### config.mk
export PLATFORM = sky130hd
export DESIGN_NAME = fpga_cfg_loader
export DESIGN_NICKNAME = d
export VERILOG_FILES = /design/src/rtl/fpga_cfg_loader_pkg.sv /design/src/rtl/fpga_scan_clkgen.sv /design/src/rtl/fpga_cfg_loader.sv
export SDC_FILE = /design/constraint.sdc
export NUM_CORES = 1
export LEC_CHECK = 0
export ABC_AREA = 1
export CAP_MARGIN = 20
export CORE_MARGIN = 3
export CORE_UTILIZATION = 45
export CTS_BUF_LIST = sky130_fd_sc_hd__clkbuf_8
export CTS_CLUSTER_DIAMETER = 200
export DETAILED_ROUTE_END_ITERATION = 10
export PLACE_DENSITY = 0.61
export SYNTH_ARGS = -nofsm -noshare
export SYNTH_HDL_FRONTEND = slang
export SYNTH_SLANG_ARGS = --single-unit
### constraint.sdc
create_clock -name clk -period 1.9 [get_ports clk]
set_clock_uncertainty 0.05 [all_clocks]
set_input_delay 0.38 -clock clk [delete_from_list [all_inputs] [get_ports clk]]
set_output_delay 0.38 -clock clk [all_outputs]
set_load 0.03 [all_outputs]
### src/rtl/fpga_cfg_loader_pkg.sv
// Shared definitions for the configuration loader, the fabric top-level and the bench.
package fpga_cfg_loader_pkg;

    typedef enum logic [1:0] {
        ST_IDLE   = 2'd0,
        ST_FETCH  = 2'd1,
        ST_SHIFT  = 2'd2,
        ST_FINISH = 2'd3
    } cfg_state_e;

    localparam logic CHAIN_CLB  = 1'b0;
    localparam logic CHAIN_CONN = 1'b1;

    localparam int DEF_CLB_CHAIN_LEN  = 4096;
    localparam int DEF_CONN_CHAIN_LEN = 16384;
    localparam int DEF_DIV            = 4;

    function automatic int max_len(input int a, input int b);
        return (a > b) ? a : b;
    endfunction

endpackage

### src/rtl/fpga_scan_clkgen.sv
// Scan clock divider: DIV clk cycles low, DIV clk cycles high, parked low when disabled.
module fpga_scan_clkgen
    import fpga_cfg_loader_pkg::*;
#(
    parameter int DIV = DEF_DIV
) (
    input  logic clk,
    input  logic reset,
    input  logic en_i,
    output logic scan_clk_o,
    output logic rise_tick_o,
    output logic fall_tick_o
);

    localparam int              DW         = $clog2(DIV + 1);
    localparam logic [DW-1:0]   CNT_RELOAD = DW'(DIV - 1);

    logic [DW-1:0] cnt_q;
    logic          level_q;

    // Down-counter toggles the scan clock level at terminal count.
    always_ff @(posedge clk or negedge reset) begin
        if (!reset) begin
            cnt_q   <= CNT_RELOAD;
            level_q <= 1'b0;
        end else if (!en_i) begin
            cnt_q   <= CNT_RELOAD;
            level_q <= 1'b0;
        end else if (cnt_q == '0) begin
            cnt_q   <= CNT_RELOAD;
            level_q <= ~level_q;
        end else begin
            cnt_q <= cnt_q - 1'b1;
        end
    end

    // Strobes mark the clk edge on which scan_clk changes level.
    assign rise_tick_o = en_i && (cnt_q == '0) && !level_q;
    assign fall_tick_o = en_i && (cnt_q == '0) && level_q;
    assign scan_clk_o  = level_q;

endmodule

### src/rtl/fpga_cfg_loader.sv
// Byte-stream host front-end that shifts configuration into the CLB or connection
// scan chain and returns the bits shifted out as readback bytes.
//
//   state  | meaning
//   IDLE   | waiting for start
//   FETCH  | cfg_ready high, waiting for a host byte
//   SHIFT  | serialising the captured byte MSB first, one bit per scan_clk period
//   FINISH | scan enable dropped; done/busy update on the way back to IDLE
module fpga_cfg_loader
    import fpga_cfg_loader_pkg::*;
#(
    parameter int CLB_CHAIN_LEN  = DEF_CLB_CHAIN_LEN,
    parameter int CONN_CHAIN_LEN = DEF_CONN_CHAIN_LEN,
    parameter int DIV            = DEF_DIV
) (
    input  logic       clk,
    input  logic       reset,
    input  logic       start,
    input  logic       chain_sel,
    input  logic       cfg_valid,
    input  logic [7:0] cfg_data,
    output logic       cfg_ready,
    output logic       busy,
    output logic       done,
    output logic       rd_valid,
    output logic [7:0] rd_data,
    output logic       scan_clk,
    output logic       clb_scan_en,
    output logic       clb_scan_in,
    input  logic       clb_scan_out,
    output logic       conn_scan_en,
    output logic       conn_scan_in,
    input  logic       conn_scan_out
);

    localparam int CW = $clog2(max_len(CLB_CHAIN_LEN, CONN_CHAIN_LEN) + 1);

    cfg_state_e  state_q;
    logic        sel_q;
    logic [CW-1:0] rem_q;
    logic [3:0]  byte_left_q;
    logic [2:0]  shamt_q;
    logic [7:0]  sreg_q;
    logic [7:0]  rb_q;
    logic        busy_q, done_q, cfg_ready_q, rd_valid_q;
    logic [7:0]  rd_data_q;
    logic        clb_en_q, clb_in_q, conn_en_q, conn_in_q;

    logic        rise_tick, fall_tick, scan_clk_w;
    logic        scan_out_d;
    logic [7:0]  rb_d;
    logic [3:0]  byte_n_d;

    fpga_scan_clkgen #(.DIV(DIV)) u_clkgen (
        .clk         (clk),
        .reset       (reset),
        .en_i        (state_q == ST_SHIFT),
        .scan_clk_o  (scan_clk_w),
        .rise_tick_o (rise_tick),
        .fall_tick_o (fall_tick)
    );

    assign scan_out_d = (sel_q == CHAIN_CONN) ? conn_scan_out : clb_scan_out;
    assign rb_d       = {rb_q[6:0], scan_out_d};
    // Bits taken from the next byte: a full byte, or whatever is left of the chain.
    assign byte_n_d   = (rem_q >= CW'(8)) ? 4'd8 : 4'(rem_q);

    // Main sequencer; readback sampling runs alongside on every scan_clk rise.
    always_ff @(posedge clk or negedge reset) begin
        if (!reset) begin
            state_q     <= ST_IDLE;
            sel_q       <= CHAIN_CLB;
            rem_q       <= '0;
            byte_left_q <= '0;
            shamt_q     <= '0;
            sreg_q      <= '0;
            rb_q        <= '0;
            busy_q      <= 1'b0;
            done_q      <= 1'b0;
            cfg_ready_q <= 1'b0;
            rd_valid_q  <= 1'b0;
            rd_data_q   <= '0;
            clb_en_q    <= 1'b0;
            clb_in_q    <= 1'b0;
            conn_en_q   <= 1'b0;
            conn_in_q   <= 1'b0;
        end else begin
            done_q     <= 1'b0;
            rd_valid_q <= 1'b0;

            if (rise_tick) begin
                rem_q       <= rem_q - 1'b1;
                byte_left_q <= byte_left_q - 1'b1;
                rb_q        <= rb_d;
                if (byte_left_q == 4'd1) begin
                    // Short final byte is left-justified, zero-padded.
                    rd_valid_q <= 1'b1;
                    rd_data_q  <= rb_d << shamt_q;
                    rb_q       <= '0;
                end
            end

            case (state_q)
                ST_IDLE: begin
                    if (start) begin
                        sel_q       <= chain_sel;
                        rem_q       <= (chain_sel == CHAIN_CONN) ? CW'(CONN_CHAIN_LEN)
                                                                 : CW'(CLB_CHAIN_LEN);
                        busy_q      <= 1'b1;
                        cfg_ready_q <= 1'b1;
                        clb_en_q    <= (chain_sel == CHAIN_CLB);
                        conn_en_q   <= (chain_sel == CHAIN_CONN);
                        state_q     <= ST_FETCH;
                    end
                end
                ST_FETCH: begin
                    if (cfg_valid && cfg_ready_q) begin
                        sreg_q      <= cfg_data;
                        byte_left_q <= byte_n_d;
                        shamt_q     <= 3'(4'd8 - byte_n_d);
                        cfg_ready_q <= 1'b0;
                        clb_in_q    <= (sel_q == CHAIN_CLB)  & cfg_data[7];
                        conn_in_q   <= (sel_q == CHAIN_CONN) & cfg_data[7];
                        state_q     <= ST_SHIFT;
                    end
                end
                ST_SHIFT: begin
                    if (fall_tick) begin
                        if (byte_left_q == 4'd0) begin
                            if (rem_q == '0) begin
                                clb_en_q  <= 1'b0;
                                conn_en_q <= 1'b0;
                                clb_in_q  <= 1'b0;
                                conn_in_q <= 1'b0;
                                state_q   <= ST_FINISH;
                            end else begin
                                cfg_ready_q <= 1'b1;
                                state_q     <= ST_FETCH;
                            end
                        end else begin
                            sreg_q    <= {sreg_q[6:0], 1'b0};
                            clb_in_q  <= (sel_q == CHAIN_CLB)  & sreg_q[6];
                            conn_in_q <= (sel_q == CHAIN_CONN) & sreg_q[6];
                        end
                    end
                end
                ST_FINISH: begin
                    done_q  <= 1'b1;
                    busy_q  <= 1'b0;
                    state_q <= ST_IDLE;
                end
                default: state_q <= ST_IDLE;
            endcase
        end
    end

    assign cfg_ready    = cfg_ready_q;
    assign busy         = busy_q;
    assign done         = done_q;
    assign rd_valid     = rd_valid_q;
    assign rd_data      = rd_data_q;
    assign scan_clk     = scan_clk_w;
    assign clb_scan_en  = clb_en_q;
    assign clb_scan_in  = clb_in_q;
    assign conn_scan_en = conn_en_q;
    assign conn_scan_in = conn_in_q;

endmodule

=== Yosys cells after proc, flatten, opt, wreduce, memory -nomap -nowiden ===
Cells that the tools add are included.

* Bitwise gates (word level): 7
* Magnitude comparators: 1
* Muxes and demuxes: 49
* Shifts and indexed selects: 1
* Equal/unequal tests: 13
* Add/subtract/negate cells: 4
* Reductions and logical operators: 22

{| class="wikitable"
|+ Operators by type and width
! kind !! number
|-
| 2-to-1 mux 15 bit || 4
|-
| 2-to-1 mux 7 bit || 4
|-
| 2-to-1 mux 1 bit || 22
|-
| 2-to-1 mux 4 bit || 4
|-
| != test 2 bit, second input constant || 8
|-
| >= comparator 15 x 4 -> 1 bit, second input constant || 1
|-
| logical NOT 15 bit || 1
|-
| subtractor 15 x 1 -> 15 bit, second input constant || 1
|-
| case mux 7 bit (2 select lines) || 1
|-
| AND reduction 4 bit || 3
|-
| 2-to-1 mux 2 bit || 5
|-
| case mux 1 bit (2 select lines) || 5
|-
| case mux 2 bit (4 select lines) || 1
|-
| AND reduction 2 bit || 4
|-
| left shift 8 x 3 -> 8 bit || 1
|-
| 2-to-1 mux 3 bit || 2
|-
| AND reduction 6 bit || 1
|-
| nonzero test 2 bit || 3
|-
| AND reduction 5 bit || 1
|-
| AND 1 bit || 4
|-
| == test 2 bit, second input constant || 2
|-
| == test 4 x 1 -> 1 bit, second input constant || 1
|-
| logical AND 1 bit || 4
|-
| logical NOT 4 bit || 1
|-
| 11 further kinds || 13
|}

* Register bits after elaboration: 59
* Input port bits: 15
* Word-level logic and storage cells: 115

=== Longest topological paths before layout ===
Gate-level depths: netlist of run 1.

* Depth after elaboration: 6
* Mapped depth: 11

=== Hierarchy ===
A second synthesis of run 1 with hierarchy kept.

* Cells, all modules: 412
* Area total of the unflattened synthesis: 3,276.9 µm²

{| class="wikitable"
|+ Modules (own cells, without submodules)
! module !! cells an instance !! seq. area each (µm²) !! area each (µm²) !! instances
|-
| fpga_cfg_loader || 386 || 1,376.3 || 3,064.2 || 1
|-
| fpga_scan_clkgen || 26 || 102.6 || 212.7 || 1
|}

=== Worst setup path before layout of run 1 ===
OpenSTA, ideal clock, no wires.

* Path kind: register to register
* Start point: register u_clkgen.cnt_q[0]
* End point: register rem_q[2]
* Buffers on the path: 1
* Cell stages (with the launch flop): 11
* Slack: 355 ps
* Arrival: 1,370 ps
* Path through: dfstp_2 inv_1 ha_1 inv_1 nor2_1 nand3_2 buf_4 nor2_4 inv_1 o21ai_0 a21oi_1

* Longest elaborated chain between the ends: 6

{| class="wikitable"
|+ RTL lines
! item !! RTL line !! source
|-
| start: declaration || fpga_scan_clkgen.sv:18 || <nowiki>logic [DW-1:0] cnt_q;</nowiki>
|-
| start signal: assignment || fpga_scan_clkgen.sv:33 || <nowiki>cnt_q <= cnt_q - 1'b1;</nowiki>
|-
| logical NOT 3 bit (*) || fpga_scan_clkgen.sv:38 || <nowiki>assign rise_tick_o = en_i && (cnt_q == '0) && !level_q;</nowiki>
|-
| logical AND 1 bit (*) (2 in a row) || fpga_scan_clkgen.sv:38 ||
|-
| 2-to-1 mux 15 bit (*) || fpga_cfg_loader.sv:91 || <nowiki>if (rise_tick) begin</nowiki>
|-
| 2-to-1 mux 15 bit || fpga_cfg_loader.sv:105 || <nowiki>if (start) begin</nowiki>
|-
| 2-to-1 mux 15 bit (*) || fpga_cfg_loader.sv:103 || <nowiki>case (state_q)</nowiki>
|-
| end signal: assignment || fpga_cfg_loader.sv:92 || <nowiki>rem_q <= rem_q - 1'b1;</nowiki>
|-
| end signal: assignment || fpga_cfg_loader.sv:107 || <nowiki>rem_q <= (chain_sel == CHAIN_CONN) ? CW'(CONN_CHAIN_LEN)</nowiki>
|-
| end: declaration || fpga_cfg_loader.sv:40 || <nowiki>logic [CW-1:0] rem_q;</nowiki>
|}

Every way passes the cells marked *; elsewhere a longest branch is shown, timed or not.
A chain may end at the register's enable or synchronous reset.

=== Final worst setup path of run 1 ===
* Start point: register rd_data_q[4] (netlist: rd_data[4])
* End point: output port rd_data[4]

{| class="wikitable"
|+ RTL lines
! item !! RTL line !! source
|-
| start: declaration || fpga_cfg_loader.sv:46 || <nowiki>logic [7:0] rd_data_q;</nowiki>
|-
| start signal: assignment || fpga_cfg_loader.sv:98 || <nowiki>rd_data_q <= rb_d << shamt_q;</nowiki>
|-
| end: declaration || fpga_cfg_loader.sv:26 || <nowiki>output logic [7:0] rd_data,</nowiki>
|}

No word-level cell between the ends.

==> flow_metrics.env, run 1 <==
export IMPL_p_seq_share_pct=33.6
export IMPL_worstHoldStart="u_clkgen.cnt_q[0]"
export IMPL_wl_per_cell_um=12.3
export IMPL_setup_viol=0
export IMPL_power_density_nw_per_um2=1520
export IMPL_postRouteAntennaNets=0
export IMPL_routed_wl_um=6840
export IMPL_startpoint_type="flop"
export IMPL_cp_required_ps=1470
export IMPL_reg2reg_to="byte_left_q[0]"
export IMPL_final_nets=478
export IMPL_synthFlopType="dfrtp_1"
export IMPL_pwr_share_comb_pct=45.4
export IMPL_slowest_stage="clkdlybuf4s50_1"
export IMPL_rr_worst_depth=8
export IMPL_drive_gt1_share_pct=10.8
export IMPL_p_clk_share_pct=21.0
export IMPL_layoutNonFillerInstCount=555
export IMPL_clock_sinks=59
export IMPL_die_height_um=89.9
export IMPL_cts_setup_buffers=0
export IMPL_synth_area_leaders="dfrtp_1 45%, nand2_1 13%, inv_1 6.3%, o21ai_0 5.8%, nand3_1 5.4%"
export IMPL_synth_area_leader_cell="dfrtp_1"
export IMPL_seq_area_frac_synth_pct=46.7
export IMPL_ys_async_sr_fraction_pct=100
export IMPL_leakage_uw=0.00187
export IMPL_grt_util_all_layers_pct=18.0
export IMPL_holdPathEnd="u_clkgen.cnt_q[0]"
export IMPL_ctsRootBufferMaster="clkbuf_8"
export IMPL_swShare_pct=42.8
export IMPL_vias=2675
export IMPL_setup_tns_ps=0
export IMPL_cp_num_buf_inv=1
export IMPL_io_buffers=31
export IMPL_dr_first_iter_drc_count=121
export IMPL_slew_violations=0
export IMPL_cts_buffers=9
export IMPL_worst_path_max_fanout=2
export IMPL_period_share_pct=95.0
export IMPL_synth_seq_cells=59
export IMPL_final_cell_mix="110 x nand2_1, 57 x dfrtp_1, 55 x inv_1"
export IMPL_hp_class="flop to flop"
export IMPL_syn_area_per_cell_um2=7.68
export IMPL_fmax_mhz=554
export IMPL_dr_pass1_iters=4
export IMPL_p_int_uw=3350
export IMPL_viasPerCell=4.82
export IMPL_layout_commonest_cell="nand2_1"
export IMPL_slew_limit_headroom_pct=75.6
export IMPL_rrSetupSlack_ps=150
export IMPL_routabilityCongestion=0.897
export IMPL_outcome="finished clean"
export IMPL_switching_power_uw=2510
export IMPL_dp_hpwl_um=4940
export IMPL_dieWidth_um=89.9
export IMPL_grt_ovfl_total=0
export IMPL_synth_top_area_share_pct=45.1
export IMPL_rsz0062_at_grt="false"
export IMPL_antenna_found_initial=0
export IMPL_dp_cells=538
export IMPL_maxCapViolations=0
export IMPL_synthCells=412
export IMPL_clk_latency_ps=340
export IMPL_start_util_pct=48.2
export IMPL_critical_path_top_delay_family="buffers and inverters"
export IMPL_critPathKind="flop to primary output"
export IMPL_worstMarginPinSlew_ps=367
export IMPL_worst_path_largest_cell_delay_ps=670
export IMPL_place_ws_ps=110
export IMPL_cts_path_max_buffers=2
export IMPL_htree_levels=3
export IMPL_dieArea_um2=8080
export IMPL_synth_fp_nets=433
export IMPL_critPathArrivalTime_ps=1380
export IMPL_cts_tree="built"
export IMPL_design_core_area_um2=6570
export IMPL_yosysWarningCount=0
export IMPL_diodes=0
export IMPL_min_path_cells=1
export IMPL_num_rows=29
export IMPL_worst_setup_path_end_kind="primary output"
export IMPL_rr_startpoint="u_clkgen.cnt_q[0]"
export IMPL_syn_cell_area_um2=3170
export IMPL_netlist_cell_type_count=34
export IMPL_grt_first_pass_wirelength_um=11900
export IMPL_hold_worst_slack_ps=403
export IMPL_report_final_hold_viol_count=0
export IMPL_irDropWorstVdd_mv=0.832
export IMPL_grt_max_degree=60
export IMPL_syn_to_final_growth_pct=21.9
export IMPL_setup_ws_ps=94.4
export IMPL_clk_pin_slew_ps=70
export IMPL_path_cells="clkdlybuf4s50_1"
export IMPL_io_pins=32
export IMPL_finalCriticalPeriod_ps=1810
export IMPL_grt_pass1_vias=2625
export IMPL_utilization_pct=58.8
export IMPL_drc=0
export IMPL_synth_edff_count=0
-- cell usage after synthesis (2+ instances only) --
library cell and count:
a21oi_1 12, o211ai_1 4, nand2_1 110, o21ai_0 37, nor2_4 3, nor2_2 3
ha_1 6, dfstp_2 2, o21ai_1 6, nand3b_1 2, buf_2 2, xnor2_1 2
clkbuf_1 2, buf_6 2, nand2_2 3, xor2_1 5, nand4_1 6, nand3_2 2
inv_1 53, or2_2 2, nand3_1 34, dfrtp_1 57, buf_4 2, nor2_1 41
inv_2 5
-- metal layers --
layer  part of all wire (%)  global-route usage (%)  wire [µm]
met3                    2.8                    3.17        189
met1                     52                    24.9       3580
met5                      0                       0          0
met2                     43                    27.2       2910
met4                    2.4                    8.93        166
-- repair_timing --
| action | 4_1_cts | 5_1_grt |
|---|---|---|
| gates resized for setup | 0 | 3 |
| hold buffers | 1 | 0 |
| endpoints found under the setup margin | 0 | 12 |
| endpoints found under the hold margin | 16 | 0 |
-- logic make-up (layout without fill, tap and decap cells) --
kind of cell / count (synthesis) / after routing / synth area share, %
simple gates: 208 / 208 / 28.8
xor+xnor: 7 / 7 / 1.94
buf+inv: 67 / 117 / 8.74
flops: 59 / 59 / 46.7
fa+ha+maj: 6 / 6 / 2.37
compound gates: 65 / 65 / 11.5
-- power by group through the flow --
stage | registers (µW) | clock network (µW) | logic, µW
detailed placement | 1980 | 0 | 2650
global placement | 1980 | 0 | 2630
global route | 2010 | 1300 | 3060
CTS | 1960 | 1260 | 2670
finish | 1970 | 1230 | 2660
floorplan | 2040 | 0 | 1900
-- worst max path at each step --
stage | to | depth (start not counted) | slack (ps) | start
floorplan | rem_q[2] | 10 | 350 | u_clkgen.cnt_q[0]
global placement | rem_q[8] | 9 | 170 | u_clkgen.cnt_q[0]
detailed placement | rem_q[2] | 10 | 110 | u_clkgen.cnt_q[0]
CTS | cfg_ready | 1 | 20 | cfg_ready
global route | byte_left_q[3] | 9 | 20 | u_clkgen.cnt_q[0]
finish | rd_data[4] | 1 | 90 | rd_data[4]
-- registers in the layout, summed over array words and instances, names as in the netlist, 2 cells and up --
signal          count
u_clkgen.cnt_q      3
rb_q                7
rem_q              15
byte_left_q         4
state_q             2
sreg_q              7
rd_data             8
shamt_q             3
-- area by class of cell --
type	instances	area, µm²
flip-flops and latches	59	1480
well taps	93	116
clock buffers	13	179
fillers	617	2710
inverters	59	221
multi-input cells	286	1420
repair buffers	42	405
clock inverters	3	37.5
-- through the flow --
step,area [µm²],total power (µW)
floorplan,3170,3930
global placement,3620,4610
detailed placement,3620,4630
CTS,3850,5890
global route,3860,6370
finish,3860,5860
Power figures use the tool's default switching activity.
==> run 2: changes to the inputs <==
--- a/config.mk
+++ b/config.mk
@@ -12,6 +12,7 @@
 export CTS_BUF_LIST = sky130_fd_sc_hd__clkbuf_8
 export CTS_CLUSTER_DIAMETER = 200
 export DETAILED_ROUTE_END_ITERATION = 10
+export GPL_ROUTABILITY_DRIVEN = 0
 export PLACE_DENSITY = 0.61
 export SYNTH_ARGS = -nofsm -noshare
 export SYNTH_HDL_FRONTEND = slang
==> results of run 2 <==
The final DEF is identical to that of run 1; final timing and power are the same.
